**src/rtl/tts_pkg.sv**
```systemverilog
// Shared types and constants for the host read-response transmitter.
package tts_pkg;

  typedef enum logic [7:0] {
    RamSrcb = 8'h01,
    RamPrcb = 8'h02,
    RamVrcb = 8'h04,
    RamOrcb = 8'h08
  } t_RAM_ENCODING;

  localparam logic [7:0]  RSP_RD         = 8'h81;
  localparam logic [7:0]  RSP_ERR        = 8'hE1;
  localparam int unsigned HOST_MSG_BYTES = 32;

  typedef struct packed {
    logic [7:0]   cmd;
    logic [7:0]   ram;
    logic [15:0]  addr;
    logic [7:0]   res;
    logic [23:0]  byte_en;
    logic [191:0] data;
  } t_host_rsp;

  // Zero result marks an encoding that is not exactly one legal RAM.
  function automatic logic [3:0] ram_to_strobe(input logic [7:0] ram);
    case (ram)
      RamSrcb: return 4'b0001;
      RamPrcb: return 4'b0010;
      RamVrcb: return 4'b0100;
      RamOrcb: return 4'b1000;
      default: return 4'b0000;
    endcase
  endfunction

endpackage

```
**src/rtl/tts_host_rsp_tx_if.sv**
```systemverilog
// Request, RCB read and response-beat signals of tts_host_rsp_tx.
// Optional tx_par is present when TTS_RSP_PARITY_EN is defined.
interface tts_host_rsp_tx_if;
  logic         req_valid;
  logic         req_ready;
  logic [7:0]   req_ram;
  logic [15:0]  req_addr;
  logic [3:0]   rcb_rd_en;
  logic [15:0]  rcb_rd_addr;
  logic [191:0] rcb_rd_data;
  logic         tx_valid;
  logic         tx_ready;
  logic [63:0]  tx_data;
  logic         tx_sop;
  logic         tx_eop;
`ifdef TTS_RSP_PARITY_EN
  logic [7:0]   tx_par;
`endif

  modport master (
    output req_valid, req_ram, req_addr, rcb_rd_data, tx_ready,
    input  req_ready, rcb_rd_en, rcb_rd_addr, tx_valid, tx_data, tx_sop, tx_eop
`ifdef TTS_RSP_PARITY_EN
    , input tx_par
`endif
  );

  modport slave (
    input  req_valid, req_ram, req_addr, rcb_rd_data, tx_ready,
    output req_ready, rcb_rd_en, rcb_rd_addr, tx_valid, tx_data, tx_sop, tx_eop
`ifdef TTS_RSP_PARITY_EN
    , output tx_par
`endif
  );
endinterface

```
**src/rtl/tts_rsp_serializer.sv**
```systemverilog
// Loads one 256-bit host message and shifts it out MSB-first as four
// 64-bit valid/ready beats with sop on the first and eop on the last.
module tts_rsp_serializer
  import tts_pkg::*;
(
  input  logic                        clk,
  input  logic                        rst_n,
  input  logic                        load,
  input  logic [HOST_MSG_BYTES*8-1:0] msg,
  output logic                        valid,
  input  logic                        ready,
  output logic [63:0]                 data,
  output logic                        sop,
  output logic                        eop
);

  logic         valid_q, sop_q, eop_q;
  logic [63:0]  data_q;
  logic [191:0] rest_q;
  logic [1:0]   beat_q;

  always_ff @(posedge clk or negedge rst_n) begin
    if (!rst_n) begin
      valid_q <= 1'b0;
      sop_q   <= 1'b0;
      eop_q   <= 1'b0;
      data_q  <= '0;
      rest_q  <= '0;
      beat_q  <= '0;
    end else if (load) begin
      valid_q <= 1'b1;
      sop_q   <= 1'b1;
      eop_q   <= 1'b0;
      data_q  <= msg[255:192];
      rest_q  <= msg[191:0];
      beat_q  <= '0;
    end else if (valid_q && ready) begin
      sop_q <= 1'b0;
      if (eop_q) begin
        valid_q <= 1'b0;
        eop_q   <= 1'b0;
        data_q  <= '0;
      end else begin
        data_q <= rest_q[191:128];
        rest_q <= {rest_q[127:0], 64'h0};
        beat_q <= beat_q + 2'd1;
        eop_q  <= (beat_q == 2'd2);
      end
    end
  end

  assign valid = valid_q;
  assign data  = data_q;
  assign sop   = sop_q;
  assign eop   = eop_q;

endmodule

```
**src/rtl/tts_host_rsp_tx.sv**
```systemverilog
// Host read-response transmitter: reads one RCB word, frames it as a 256-bit
// host message, sends it as 4 beats. Optional tx_par via TTS_RSP_PARITY_EN.
module tts_host_rsp_tx
  import tts_pkg::*;
#(
  parameter int unsigned RD_LAT = 2
) (
  input  logic              clk,
  input  logic              rst_n,
  tts_host_rsp_tx_if.slave  bus,
  output logic [7:0]        err_cnt
);

  typedef enum logic [1:0] {StIdle, StRdWait, StSend} state_e;

  localparam logic [2:0] LatCnt = 3'(RD_LAT);

  state_e       state_q;
  logic [2:0]   cnt_q;
  logic [3:0]   rd_en_q;
  logic [15:0]  rd_addr_q;
  logic [7:0]   ram_q;
  logic [15:0]  addr_q;
  logic         bad_q;
  logic [191:0] data_q;
  logic [7:0]   err_cnt_q;
  logic         load_q;
  logic [3:0]   strobe;
  t_host_rsp    msg;

  assign strobe = ram_to_strobe(bus.req_ram);

  always_ff @(posedge clk or negedge rst_n) begin
    if (!rst_n) begin
      state_q   <= StIdle;
      cnt_q     <= '0;
      rd_en_q   <= '0;
      rd_addr_q <= '0;
      ram_q     <= '0;
      addr_q    <= '0;
      bad_q     <= 1'b0;
      data_q    <= '0;
      err_cnt_q <= '0;
      load_q    <= 1'b0;
    end else begin
      rd_en_q <= '0;
      load_q  <= 1'b0;
      unique case (state_q)
        StIdle: begin
          if (bus.req_valid) begin
            ram_q  <= bus.req_ram;
            addr_q <= bus.req_addr;
            data_q <= '0;
            if (|strobe) begin
              rd_en_q   <= strobe;
              rd_addr_q <= bus.req_addr;
              cnt_q     <= '0;
              bad_q     <= 1'b0;
              state_q   <= StRdWait;
            end else begin
              bad_q   <= 1'b1;
              load_q  <= 1'b1;
              state_q <= StSend;
              if (err_cnt_q != 8'hFF) err_cnt_q <= err_cnt_q + 8'd1;
            end
          end
        end
        StRdWait: begin
          // cnt_q reaches RD_LAT on the edge where read data is valid
          cnt_q <= cnt_q + 3'd1;
          if (cnt_q == LatCnt) begin
            data_q  <= bus.rcb_rd_data;
            load_q  <= 1'b1;
            state_q <= StSend;
          end
        end
        StSend: begin
          if (bus.tx_valid && bus.tx_ready && bus.tx_eop) state_q <= StIdle;
        end
        default: state_q <= StIdle;
      endcase
    end
  end

  always_comb begin
    msg         = '0;
    msg.cmd     = bad_q ? RSP_ERR : RSP_RD;
    msg.ram     = ram_q;
    msg.addr    = addr_q;
    msg.byte_en = bad_q ? 24'h0 : 24'hFFFFFF;
    msg.data    = data_q;
  end

  tts_rsp_serializer u_ser (
    .clk   (clk),
    .rst_n (rst_n),
    .load  (load_q),
    .msg   (msg),
    .valid (bus.tx_valid),
    .ready (bus.tx_ready),
    .data  (bus.tx_data),
    .sop   (bus.tx_sop),
    .eop   (bus.tx_eop)
  );

  // Gated by rst_n so ready reads low throughout reset yet high straight after.
  assign bus.req_ready   = rst_n && (state_q == StIdle);
  assign bus.rcb_rd_en   = rd_en_q;
  assign bus.rcb_rd_addr = rd_addr_q;
  assign err_cnt         = err_cnt_q;

`ifdef TTS_RSP_PARITY_EN
  always_comb begin
    bus.tx_par = '0;
    for (int i = 0; i < 8; i++) bus.tx_par[i] = ^bus.tx_data[8*i +: 8];
  end
`endif

endmodule

```
**src/flat_wrapper.sv**
```systemverilog
// flat-port wrapper written by rule: the top's interface ports become plain ports
module tts_host_rsp_tx_flat import tts_pkg::*;
#(
  parameter int unsigned RD_LAT = 2
)
  (clk, rst_n, err_cnt, bus_req_valid, bus_req_ram, bus_req_addr, bus_rcb_rd_data, bus_tx_ready, bus_req_ready, bus_rcb_rd_en, bus_rcb_rd_addr, bus_tx_valid, bus_tx_data, bus_tx_sop, bus_tx_eop);
  tts_host_rsp_tx_if bus_i ();
  input  logic clk;
  input  logic rst_n;
  output logic [7:0] err_cnt;
  input wire logic [$bits(bus_i.req_valid)-1:0] bus_req_valid;
  input wire logic [$bits(bus_i.req_ram)-1:0] bus_req_ram;
  input wire logic [$bits(bus_i.req_addr)-1:0] bus_req_addr;
  input wire logic [$bits(bus_i.rcb_rd_data)-1:0] bus_rcb_rd_data;
  input wire logic [$bits(bus_i.tx_ready)-1:0] bus_tx_ready;
  output wire logic [$bits(bus_i.req_ready)-1:0] bus_req_ready;
  output wire logic [$bits(bus_i.rcb_rd_en)-1:0] bus_rcb_rd_en;
  output wire logic [$bits(bus_i.rcb_rd_addr)-1:0] bus_rcb_rd_addr;
  output wire logic [$bits(bus_i.tx_valid)-1:0] bus_tx_valid;
  output wire logic [$bits(bus_i.tx_data)-1:0] bus_tx_data;
  output wire logic [$bits(bus_i.tx_sop)-1:0] bus_tx_sop;
  output wire logic [$bits(bus_i.tx_eop)-1:0] bus_tx_eop;
  assign bus_i.req_valid = bus_req_valid;
  assign bus_i.req_ram = bus_req_ram;
  assign bus_i.req_addr = bus_req_addr;
  assign bus_i.rcb_rd_data = bus_rcb_rd_data;
  assign bus_i.tx_ready = bus_tx_ready;
  assign bus_req_ready = bus_i.req_ready;
  assign bus_rcb_rd_en = bus_i.rcb_rd_en;
  assign bus_rcb_rd_addr = bus_i.rcb_rd_addr;
  assign bus_tx_valid = bus_i.tx_valid;
  assign bus_tx_data = bus_i.tx_data;
  assign bus_tx_sop = bus_i.tx_sop;
  assign bus_tx_eop = bus_i.tx_eop;
  tts_host_rsp_tx #(.RD_LAT(RD_LAT)) u_core (.clk(clk), .rst_n(rst_n), .bus(bus_i), .err_cnt(err_cnt));
endmodule
```
**config.mk**
```make
export PLATFORM = sky130hd
export DESIGN_NAME = tts_host_rsp_tx_flat
export DESIGN_NICKNAME = d
export VERILOG_FILES = /design/src/rtl/tts_pkg.sv /design/src/rtl/tts_host_rsp_tx_if.sv /design/src/rtl/tts_rsp_serializer.sv /design/src/rtl/tts_host_rsp_tx.sv /design/src/flat_wrapper.sv
export SDC_FILE = /design/constraint.sdc
export NUM_CORES = 1
export LEC_CHECK = 0
export BUFFER_PORTS_ARGS = -buffer_cell sky130_fd_sc_hd__buf_4
export CAP_MARGIN = 20
export CORE_MARGIN = 2
export CORE_UTILIZATION = 27
export CTS_CLUSTER_DIAMETER = 120
export DETAILED_ROUTE_END_ITERATION = 12
export GPL_ROUTABILITY_DRIVEN = 1
export PLACE_DENSITY = 0.42
export RECOVER_POWER = 100
export SLEW_MARGIN = 20
export SYNTH_ARGS = -nofsm -noshare
export SYNTH_HDL_FRONTEND = slang
export SYNTH_SLANG_ARGS = --single-unit
```
**constraint.sdc**
```tcl
create_clock -name clk -period 2.35 [get_ports clk]
set_clock_uncertainty 0.2 [all_clocks]
set_input_delay 0.705 -clock clk [delete_from_list [all_inputs] [get_ports clk]]
set_output_delay 0.705 -clock clk [all_outputs]
set_load 0.01 [all_outputs]
```
* Word-level counts from Yosys, hierarchy flattened
Cells that the tools add are included.
** Operators by class
- Mux-type cells :: 38
- Equality and inequality tests :: 14
- Divide/modulo/power cells :: 0
- Reductions and logical operators :: 16
- $mul :: 0
- Shift operators :: 0
- Add/subtract/negate cells :: 3
- Bitwise gates (word level) :: 1
- Order comparisons :: 0
** Operator list (count)
- 192-bit 2-to-1 mux :: 5
- 192-bit case mux with 2 select lines :: 1
- 64-bit 2-to-1 mux :: 3
- 24-bit 2-to-1 mux :: 1
- 4-bit case mux with 4 select lines :: 1
- 2-bit 2-to-1 mux :: 7
- 4-bit 2-to-1 mux :: 3
- 3-bit AND reduction :: 4
- 1-bit 2-to-1 mux :: 11
- 8-bit by 1-bit adder with 8-bit output (second input constant) :: 1
- 8-bit by 1-bit equality test with 1-bit output (second input constant) :: 1
- 8-bit by 2-bit equality test with 1-bit output (second input constant) :: 1
- 8-bit by 3-bit equality test with 1-bit output (second input constant) :: 1
- 8-bit by 4-bit equality test with 1-bit output (second input constant) :: 1
- 2-bit by 1-bit inequality test with 1-bit output (second input constant) :: 4
- 8-bit inequality test (second input constant) :: 1
- 7-bit 2-to-1 mux :: 1
- 3-bit 2-to-1 mux :: 2
- 2-bit case mux with 3 select lines :: 1
- 3-bit case mux with 2 select lines :: 1
- 2-bit AND reduction :: 3
- 2-bit nonzero test :: 3
- 2-bit equality test (second input constant) :: 2
- 4-bit AND reduction :: 1
- other kinds (10) :: 12
** Storage, ports and cells
- Bits in registers :: 512
- Memory bits (writable) :: 0
- Memory bits (read-only) :: 0
- Input bits :: 220
- Logic and storage cells :: 88
- Latch bits :: 0
- Memories kept :: 0
- Output and inout port bits :: 96

* Depth between registers and ports, before layout
Gate-level depths: netlist (run 1).
- Word-level depth :: 6
- Gate-level depth with buffers :: 9
- Mapped depth without buffers :: 6

* By module
Synthesis (run 1) repeated with hierarchy kept, for this count alone.
** Unflattened totals
- Cell total of the unflattened synthesis :: 2235
- Area total of the unflattened synthesis :: 21843.4 µm²
** Modules (own cells, without submodules)
- tts_rsp_serializer :: seq. area each 6531.3 µm², times used 1, cells an instance 1217, area an instance 11720.0 µm²
- tts_host_rsp_tx :: seq. area each 6281.0 µm², times used 1, cells an instance 1018, area an instance 10123.5 µm²

* Worst setup path before layout (run 1)
Ideal clock, no wire load.
- Path kind :: input to register
- Start point :: in bus_req_ram[2]
- End point :: reg u_core.rd_addr_q[10] (netlist: u_core.bus.rcb_rd_addr[10])
- Setup slack :: -179 ps
- Library setup time :: 127 ps
- Data required time :: 2023 ps
- Stages on the path :: 6
- Arrival time :: 2201 ps
- Path buffers :: 2
- Path through :: or4b_1 -> o311ai_1 -> and3_1 -> buf_4 -> buf_6 -> mux2_1
** Between the ends
- Cells in the longest elaborated chain, start to end :: 4
- Elaborated cells between the ends (all ways) :: 7
- Those cells by class :: 4 x eq/ne; 1 x mux; 2 x reduce/logical
** RTL lines
- start: declaration :: RTL line flat_wrapper.sv:12 : input wire logic [$bits(bus_i.req_ram)-1:0] bus_req_ram;
- 8-bit by 4-bit equality test with 1-bit output, or another cell as far along :: RTL line tts_pkg.sv:26 : case (ram)
- 4-bit case mux with 4 select lines * :: RTL line tts_pkg.sv:26
- 4-bit OR reduction * :: RTL line tts_host_rsp_tx.sv:54 : if (|strobe) begin
- 3-bit AND reduction (no line) *
- end signal: assignment :: RTL line tts_host_rsp_tx.sv:56 : rd_addr_q <= bus.req_addr;
- end: declaration :: RTL line tts_host_rsp_tx.sv:21 : logic [15:0] rd_addr_q;
Every way passes the cells marked *; elsewhere a longest branch is shown, timed or not.
A chain may end at the register's enable or synchronous reset.

* Worst setup path after layout (run 1)
- Start point :: reg u_core.state_q[0]
- End point :: out bus_req_ready
** Between the ends
- Cells in the longest elaborated chain, start to end :: 2
** RTL lines
- start: declaration :: RTL line tts_host_rsp_tx.sv:18 : state_e state_q;
- start signal: assignment :: RTL line tts_host_rsp_tx.sv:35 : state_q <= StIdle;
- start signal: assignment :: RTL line tts_host_rsp_tx.sv:59 : state_q <= StRdWait;
- start signal: assignment :: RTL line tts_host_rsp_tx.sv:63 : state_q <= StSend;
- 2-bit logical NOT :: RTL line tts_host_rsp_tx.sv:107 : assign bus.req_ready = rst_n && (state_q == StIdle);
- 1-bit logical AND :: RTL line tts_host_rsp_tx.sv:107
- end: declaration :: RTL line flat_wrapper.sv:16 : output wire logic [$bits(bus_i.req_ready)-1:0] bus_req_ready;
Every way passes these cells.

==> flow_summary.ini, run 1 <==
[logic_synthesis]
synth_area_leaders = dfrtp_1, a22o_1, nand2_1, mux2i_1, o21ai_1
syn_nets = 1961
yosysTopAreaCell = dfrtp_1
syn_area_mm2 = 0.0202
yosysTopAreaCellShare_pct = 63.5
yosysSeqAreaShare_pct = 63.5
ys.warnings.count = 0
synth_cell_types = 40
synth.avg_cell_area_um2 = 11.6
synthCells = 1737
synth-seq-cells = 512

[sta]
period_minus_slack_ns = 2.28
slew_violations = 0
max_slew_margin_pct = 13.8
fin_crit_sh_pct = 97.0
fin_ws_ns = 0.0701
worst_pin_slew_ns = 1.29
hold_viol = 0
fmax_ghz = 0.439
setup-tns-final_ns = 0
grt_setup_unrepaired = yes
setup_viol = 0

[final_layout]
layout-drive-gt1-share_pct = 18.2
syn_to_final_growth_pct = 26.7
nets = 2263
diodes = 0
utilization_pct = 34.4
final_cells = 3052

[pwr]
p_total_uw = 23300
power_frac_comb_pct = 18.1
p_clk_share_pct = 40.3
leakage_uw = 0.0123
p_sw_uw = 6770
p_int_uw = 16600
powerDensity_mw_per_mm2 = 914
p_seq_share_pct = 41.7
switching_share_pct = 29.0
peakVddDrop_v = 0.000489

[floorplanning]
fp.dieH_um = 277
die_x_um = 277
initial_core_util_pct = 27.2
fp.coreArea_mm2 = 0.0742
num_io_pins = 316
dieArea_mm2 = 0.0769
std_cell_rows = 100

[route]
dr.pass1.iters = 7
vias = 14300
wirelength_um = 59100
drt-initial-drc-count = 890
ant_nets = 0
avgViaCountPerCell = 4.67
wl_per_cell_um = 19.4
route.detailed.drc = 0

[worst_setup_path]
crit_type = flip-flop to primary output
cpMaxStageDelayCell = dfrtp_2
slowest_delay_ns = 0.42
worstPathArrival_ns = 1.37
path_cells = nor2_4 -> and2_4 -> buf_6
critical-path-top-delay-family = flip-flops
crit_required_ns = 1.44
worstSetupEndpointType = primary output
critical_path_buf_inv_count = 1
critPathLaunchType = flip-flop
crit_path_max_fanout = 2

[grt]
grt_use_total_pct = 15.4
grt-ovfl-total = 0
grt_pass1_vias = 15200
antenna_found_initial = 8
grt_pass1_wl_um = 93700
grt_start_max_net_pins = 140

[place]
placed_cells = 2945
pre_cts_ws_ns = -0.268
place_hpwl_um = 39300
place.gp.congestion = 0.743
port_buffers = 315

[clocking]
clk_latency_ns = 0.60
cts_tree = built
cts_root_buf = clkbuf_16
cts_made_buffers = 58
htree_levels = 2
clockBufferDepth = 3
clock_sink_count = 512
clk_pin_slew_ns = 0.06

[flow_run]
maxCapViolCount = 0

[worst_hold_path]
min-delay-path-class = input pin to flip-flop

[outcome]
status = finished, final reports clean
cell usage after synthesis, drive strengths merged:
cell,number
a211o,2
a211oi,3
a21o,2
a21oi,28
a221o,24
a22o,204
a31oi,1
and2,4
and3,2
and4,2
buf,22
clkbuf,118
dfrtp,512
ha,4
inv,2
mux2,19
mux2i,128
nand2,364
nand2b,4
nand3,4
nand3b,1
nand4,3
nor2,16
nor2b,3
nor3,1
nor3b,29
nor4,3
o21ai,219
o21bai,1
o311ai,1
or2,1
or4b,2
xnor2,7
xor2,1
power groups by stage:
stage | registers (uW) | logic (uW) | clock network (uW)
final | 9730 | 4220 | 9400
after floorplan | 9890 | 2250 | 0
after global routing | 9810 | 4670 | 10100
after CTS | 9760 | 4810 | 9730
after detailed placement | 9920 | 4740 | 0
after global placement | 9910 | 4730 | 0
metrics by stage:
step	instance area, um2	hold WS (ns)
final	25600	0.104
after CTS	26200	0.0520
after floorplan	20200	0.209
after global placement	24200	0.259
after detailed placement	24200	0.263
after global routing	25600	0.0740
final timing paths:
kind | from | end | slack (ns) | cells past startpoint
max in group asynchronous | rst_n | u_core.bus.rcb_rd_addr[13]$_DFFE_PN0P_ | 0.42 | 3
worst max register to register | u_core.cnt_q[0]$_DFFE_PN0P_ | u_core.data_q[149]$_DFFE_PN0P_ | 0.14 | 8
worst min register to register | u_core.data_q[9]$_DFFE_PN0P_ | u_core.u_ser.rest_q[9]$_DFFE_PN0P_ | 0.27 | 2
worst max-delay path | u_core.state_q[0]$_DFFE_PN0P_ | bus_req_ready | 0.07 | 3
min in group asynchronous | rst_n | u_core.data_q[94]$_DFFE_PN0P_ | 0.48 | 3
worst min-delay path | bus_req_addr[1] | u_core.addr_q[1]$_DFFE_PN0P_ | 0.10 | 3
state kept, by name (all words and copies together), names as in the netlist, 2 cells and up:
name                    cells
u_core.bus.rcb_rd_en        4
u_core.u_ser.rest_q       192
u_core.state_q              2
u_core.data_q             192
u_core.u_ser.beat_q         2
u_core.addr_q              16
u_core.err_cnt              8
u_core.bus.rcb_rd_addr     16
u_core.ram_q                8
u_core.u_ser.data          64
u_core.cnt_q                3
placed cells by master, fill, tap and decap left out, types with 16 or more instances in the layout:
cell type | synthesis | layout
a22o_1 | 204 | 204
nor3b_1 | 29 | 29
a21oi_1 | 28 | 27
o21ai_0 | 81 | 200
a221o_1 | 24 | 24
dfrtp_1 | 512 | 509
mux2_1 | 18 | 18
clkbuf_16 | 0 | 59
o21ai_1 | 138 | 19
buf_4 | 1 | 236
clkbuf_1 | 118 | 118
nand2_1 | 364 | 364
buf_12 | 0 | 16
mux2i_1 | 128 | 128
worst register-to-register path, cell delays in order (launching register included):
cell	delay (ns)
dfrtp_1	0.39
inv_1	0.06
ha_1	0.18
nor2b_1	0.15
and2_2	0.26
nor2_4	0.17
clkbuf_4	0.29
buf_8	0.26
a22o_1	0.19
area by class of cell:
| type | count | area [um2] |
|---|---|---|
| multi-input cells | 1083 | 6840 |
| flip-flops and latches | 512 | 12800 |
| inverters | 2 | 7.51 |
| clock buffers | 88 | 1720 |
| well taps | 969 | 1210 |
| repair buffers | 382 | 2700 |
| fillers | 7542 | 48600 |
| clock inverters | 16 | 263 |
cell families (layout without fill, tap and decap cells):
logic type | after synthesis | after routing | synth area share, %
flip-flops | 512 | 512 | 63.5
AND/OR/NAND/NOR | 439 | 439 | 9.12
multiplexers | 147 | 147 | 7.41
adder cells (fa/ha/maj) | 4 | 4 | 0.248
buffers and inverters | 142 | 488 | 2.79
XOR/XNOR | 8 | 8 | 0.347
AO/OA/AOI/OAI | 485 | 485 | 16.6
per-layer routing:
metal	part of all wire [%]	global-route usage [%]	wire length, um
met4	1.8	3.66	1090
met2	46	24.6	27300
met1	46	20.8	27000
met3	6.1	4.12	3610
met5	0.10	0	62
what timing repair did:
item / 4_1_cts / 5_1_grt
resized for setup: 6 / 0
hold buffers: 0 / 0
buffers inserted: 3 / 0
gates cloned: 0 / 0
setup endpoints to repair: 1 / 1
pin swaps: 1 / 2
No activity file was read; power rests on OpenSTA's default activity.
==> run 2, diff against run 1 <==
ABC_AREA = 1   (was not set)
CAP_MARGIN = not set   (was 20)
==> run 2 against run 1 <==
  * Sequential share of layout area decreased by 1.1 points
  * Largest power group unchanged
  * First-iteration DRC count increased by 10%
  * Synthesized area increased by 4.5%
  * Setup slack got worse by 0.088 ns
  * Power increased by 20%
  * Non-clock buffer count decreased by 18
  * Clock power decreased by 1%
  * Final cell count increased by 19%
  * The run now ends with capacitance limit, slew limit, setup timing left
  * Design area increased by 2.3%
  * Hold slack got worse by 0.018 ns
  * Critical endpoint unchanged
  * Global-route usage increased by 1.3 points
  * Register-to-register slack got worse by 0.10 ns
==> flow_summary.ini, run 2 <==
[clocking]
clk_latency_ns = 0.63
cts_made_buffers = 60
clk_pin_slew_ns = 0.06
cts_tree = built
clockBufferDepth = 3
cts_root_buf = clkbuf_16
htree_levels = 2
clock_sink_count = 512

[worst_setup_path]
worstPathArrival_ns = 1.46
crit_type = flip-flop to primary output
worstSetupEndpointType = primary output
crit_required_ns = 1.44
crit_path_max_fanout = 2
critPathLaunchType = flip-flop

[pwr]
p_total_uw = 27900
leakage_uw = 0.0119
powerDensity_mw_per_mm2 = 1070
peakVddDrop_v = 0.000565

[place]
pre_cts_ws_ns = 0.0958
place.gp.congestion = 0.792
port_buffers = 315
place_hpwl_um = 44800

[final_layout]
nets = 2780
layout_commonest_cell = dfrtp_1
layout-drive-gt1-share_pct = 14.4
utilization_pct = 33.8
syn_to_final_growth_pct = 24.0
final_cell_mix = dfrtp_1, nand2_1, inv_1

[route]
wl_met1_um = 32600
ant_nets = 0
drt-initial-drc-count = 981
wl_met3_um = 2380
vias = 16500
dr.pass1.iters = 5
wirelength_um = 67100
wl_per_cell_um = 18.4
wl_met2_um = 30700
dr.max_layer_used = met5
avgViaCountPerCell = 4.53
route.detailed.drc = 0

[logic_synthesis]
synth_cell_types = 31
synthFlopType = dfrtp_1
syn_area_mm2 = 0.0211
yosysSeqAreaShare_pct = 60.8
synth_common_cells = dfrtp_1, nand2_1, inv_1, o21ai_1, nand3_1
yosysTopAreaCell = dfrtp_1
ys.warnings.count = 0
synth-edff-count = 0
synth_area_leaders = dfrtp_1, nand2_1, o21ai_1, inv_1, nand3_1
yosysTopAreaCellShare_pct = 60.8
syn_nets = 2510
synth-seq-cells = 512
synthCells = 2286
yosysMostFrequentCell = dfrtp_1
synth.avg_cell_area_um2 = 9.23
synthArstFlopShare_pct = 100

[sta]
period_minus_slack_ns = 2.37
hold_viol = 0
holdWs_ns = 0.0860
fin_crit_sh_pct = 101
max_slew_margin_pct = -9.40
grt_setup_unrepaired = yes
fin_ws_ns = -0.0178
worst_pin_slew_ns = 1.64
fmax_ghz = 0.422
setup-tns-final_ns = -0.0178
setup_viol = 1
slew_violations = 84

[grt]
grt_pass1_vias = 17000
antenna_found_initial = 3
grt_start_max_net_pins = 108
grt-ovfl-total = 0
grt_pass1_wl_um = 105000
grt_use_total_pct = 16.7

[worst_hold_path]
min-delay-path-class = input pin to asynchronous set/reset pin

[floorplanning]
dieArea_mm2 = 0.0804
fp.coreArea_mm2 = 0.0773
std_cell_rows = 102
initial_core_util_pct = 27.3
num_io_pins = 316
fp.dieH_um = 283
die_x_um = 283

[outcome]
violations = capacitance limit, slew limit, setup timing
status = complete, but fails checks

[flow_run]
maxCapViolCount = 3
run 2: changes by cell type in the layout (fill, tap and decap cells not counted), moves of 29 or more:
cell,delta
nor3b_1,-29
o21ai_0,+88
o21ai_1,+44
o211ai_1,+75
inv_1,+293
a22o_1,-203
mux2i_1,-128
a31oi_1,+60
nand2_1,+78
nand3_1,+208
nor2_1,+77
run 2: worst paths after layout:
| path | from | endpoint | slack [ns] | depth (start not counted) |
|---|---|---|---|---|
| max | u_core.state_q[0]$_DFFE_PN0P_ | bus_req_ready | -0.02 | 4 |
| min in group clk | bus_req_addr[9] | u_core.bus.rcb_rd_addr[9]$_DFFE_PN0P_ | 0.10 | 3 |
| min | rst_n | u_core.u_ser.data[29]$_DFFE_PN0P_ | 0.09 | 3 |
| min reg2reg | u_core.u_ser.rest_q[12]$_DFFE_PN0P_ | u_core.u_ser.rest_q[12]$_DFFE_PN0P_ | 0.28 | 2 |
| max reg2reg | u_core.state_q[0]$_DFFE_PN0P_ | u_core.data_q[22]$_DFFE_PN0P_ | 0.04 | 8 |
| max in group asynchronous | rst_n | u_core.data_q[37]$_DFFE_PN0P_ | 0.22 | 4 |
run 2: area by class of cell:
type	count	area, um2
multi-input combinational	1316	6400
clock inverter	13	155
sequential	512	12800
tap	1040	1300
clock buffer	94	1820
inverter	302	1140
antenna	1	2.50
timing repair buffer	364	2510
fill	8204	51200
run 2: routing by layer:
metal / up-vias / track usage, %
met5: - / 0
met4: 2 / 4.63
met3: 92 / 2.40
met2: 291 / 26.6
met1: 8084 / 23.6
li1: 8032 / -
run 2: report_power, final:
part	internal, uW	switching, uW
sequential	10700	1130
clock	5500	3770
combinational	2210	4600
total	18400	9510
run 2: logic make-up after synthesis:
family	share of synthesized area (%)
AND/OR/NAND/NOR	15.3
AO/OA/AOI/OAI	14.5
flip-flops	60.8
buffers and inverters	9.01
adder cells (fa/ha/maj)	0.237
XOR/XNOR	0.125
run 2: through the flow:
stage,cells,cell area [um2]
after detailed placement,3530,24700
after CTS,3641,26700
after global routing,3642,26200
after global placement,3530,24700
final,3642,26200
after floorplan,2286,21100
run 2: timing repair:
item,in CTS,in global routing
pin swaps,1,1
hold buffers,1,0
endpoints found under the hold margin,27,0
resized for setup,6,0
setup endpoints to repair,1,1
setup buffers,3,0
run 2: worst max-delay path: stages, from the launching register on:
cell and delay, ns:
dfrtp_1 0.41, nor2_4 0.15, inv_4 0.06, nor2_4 0.11
buf_6 0.12
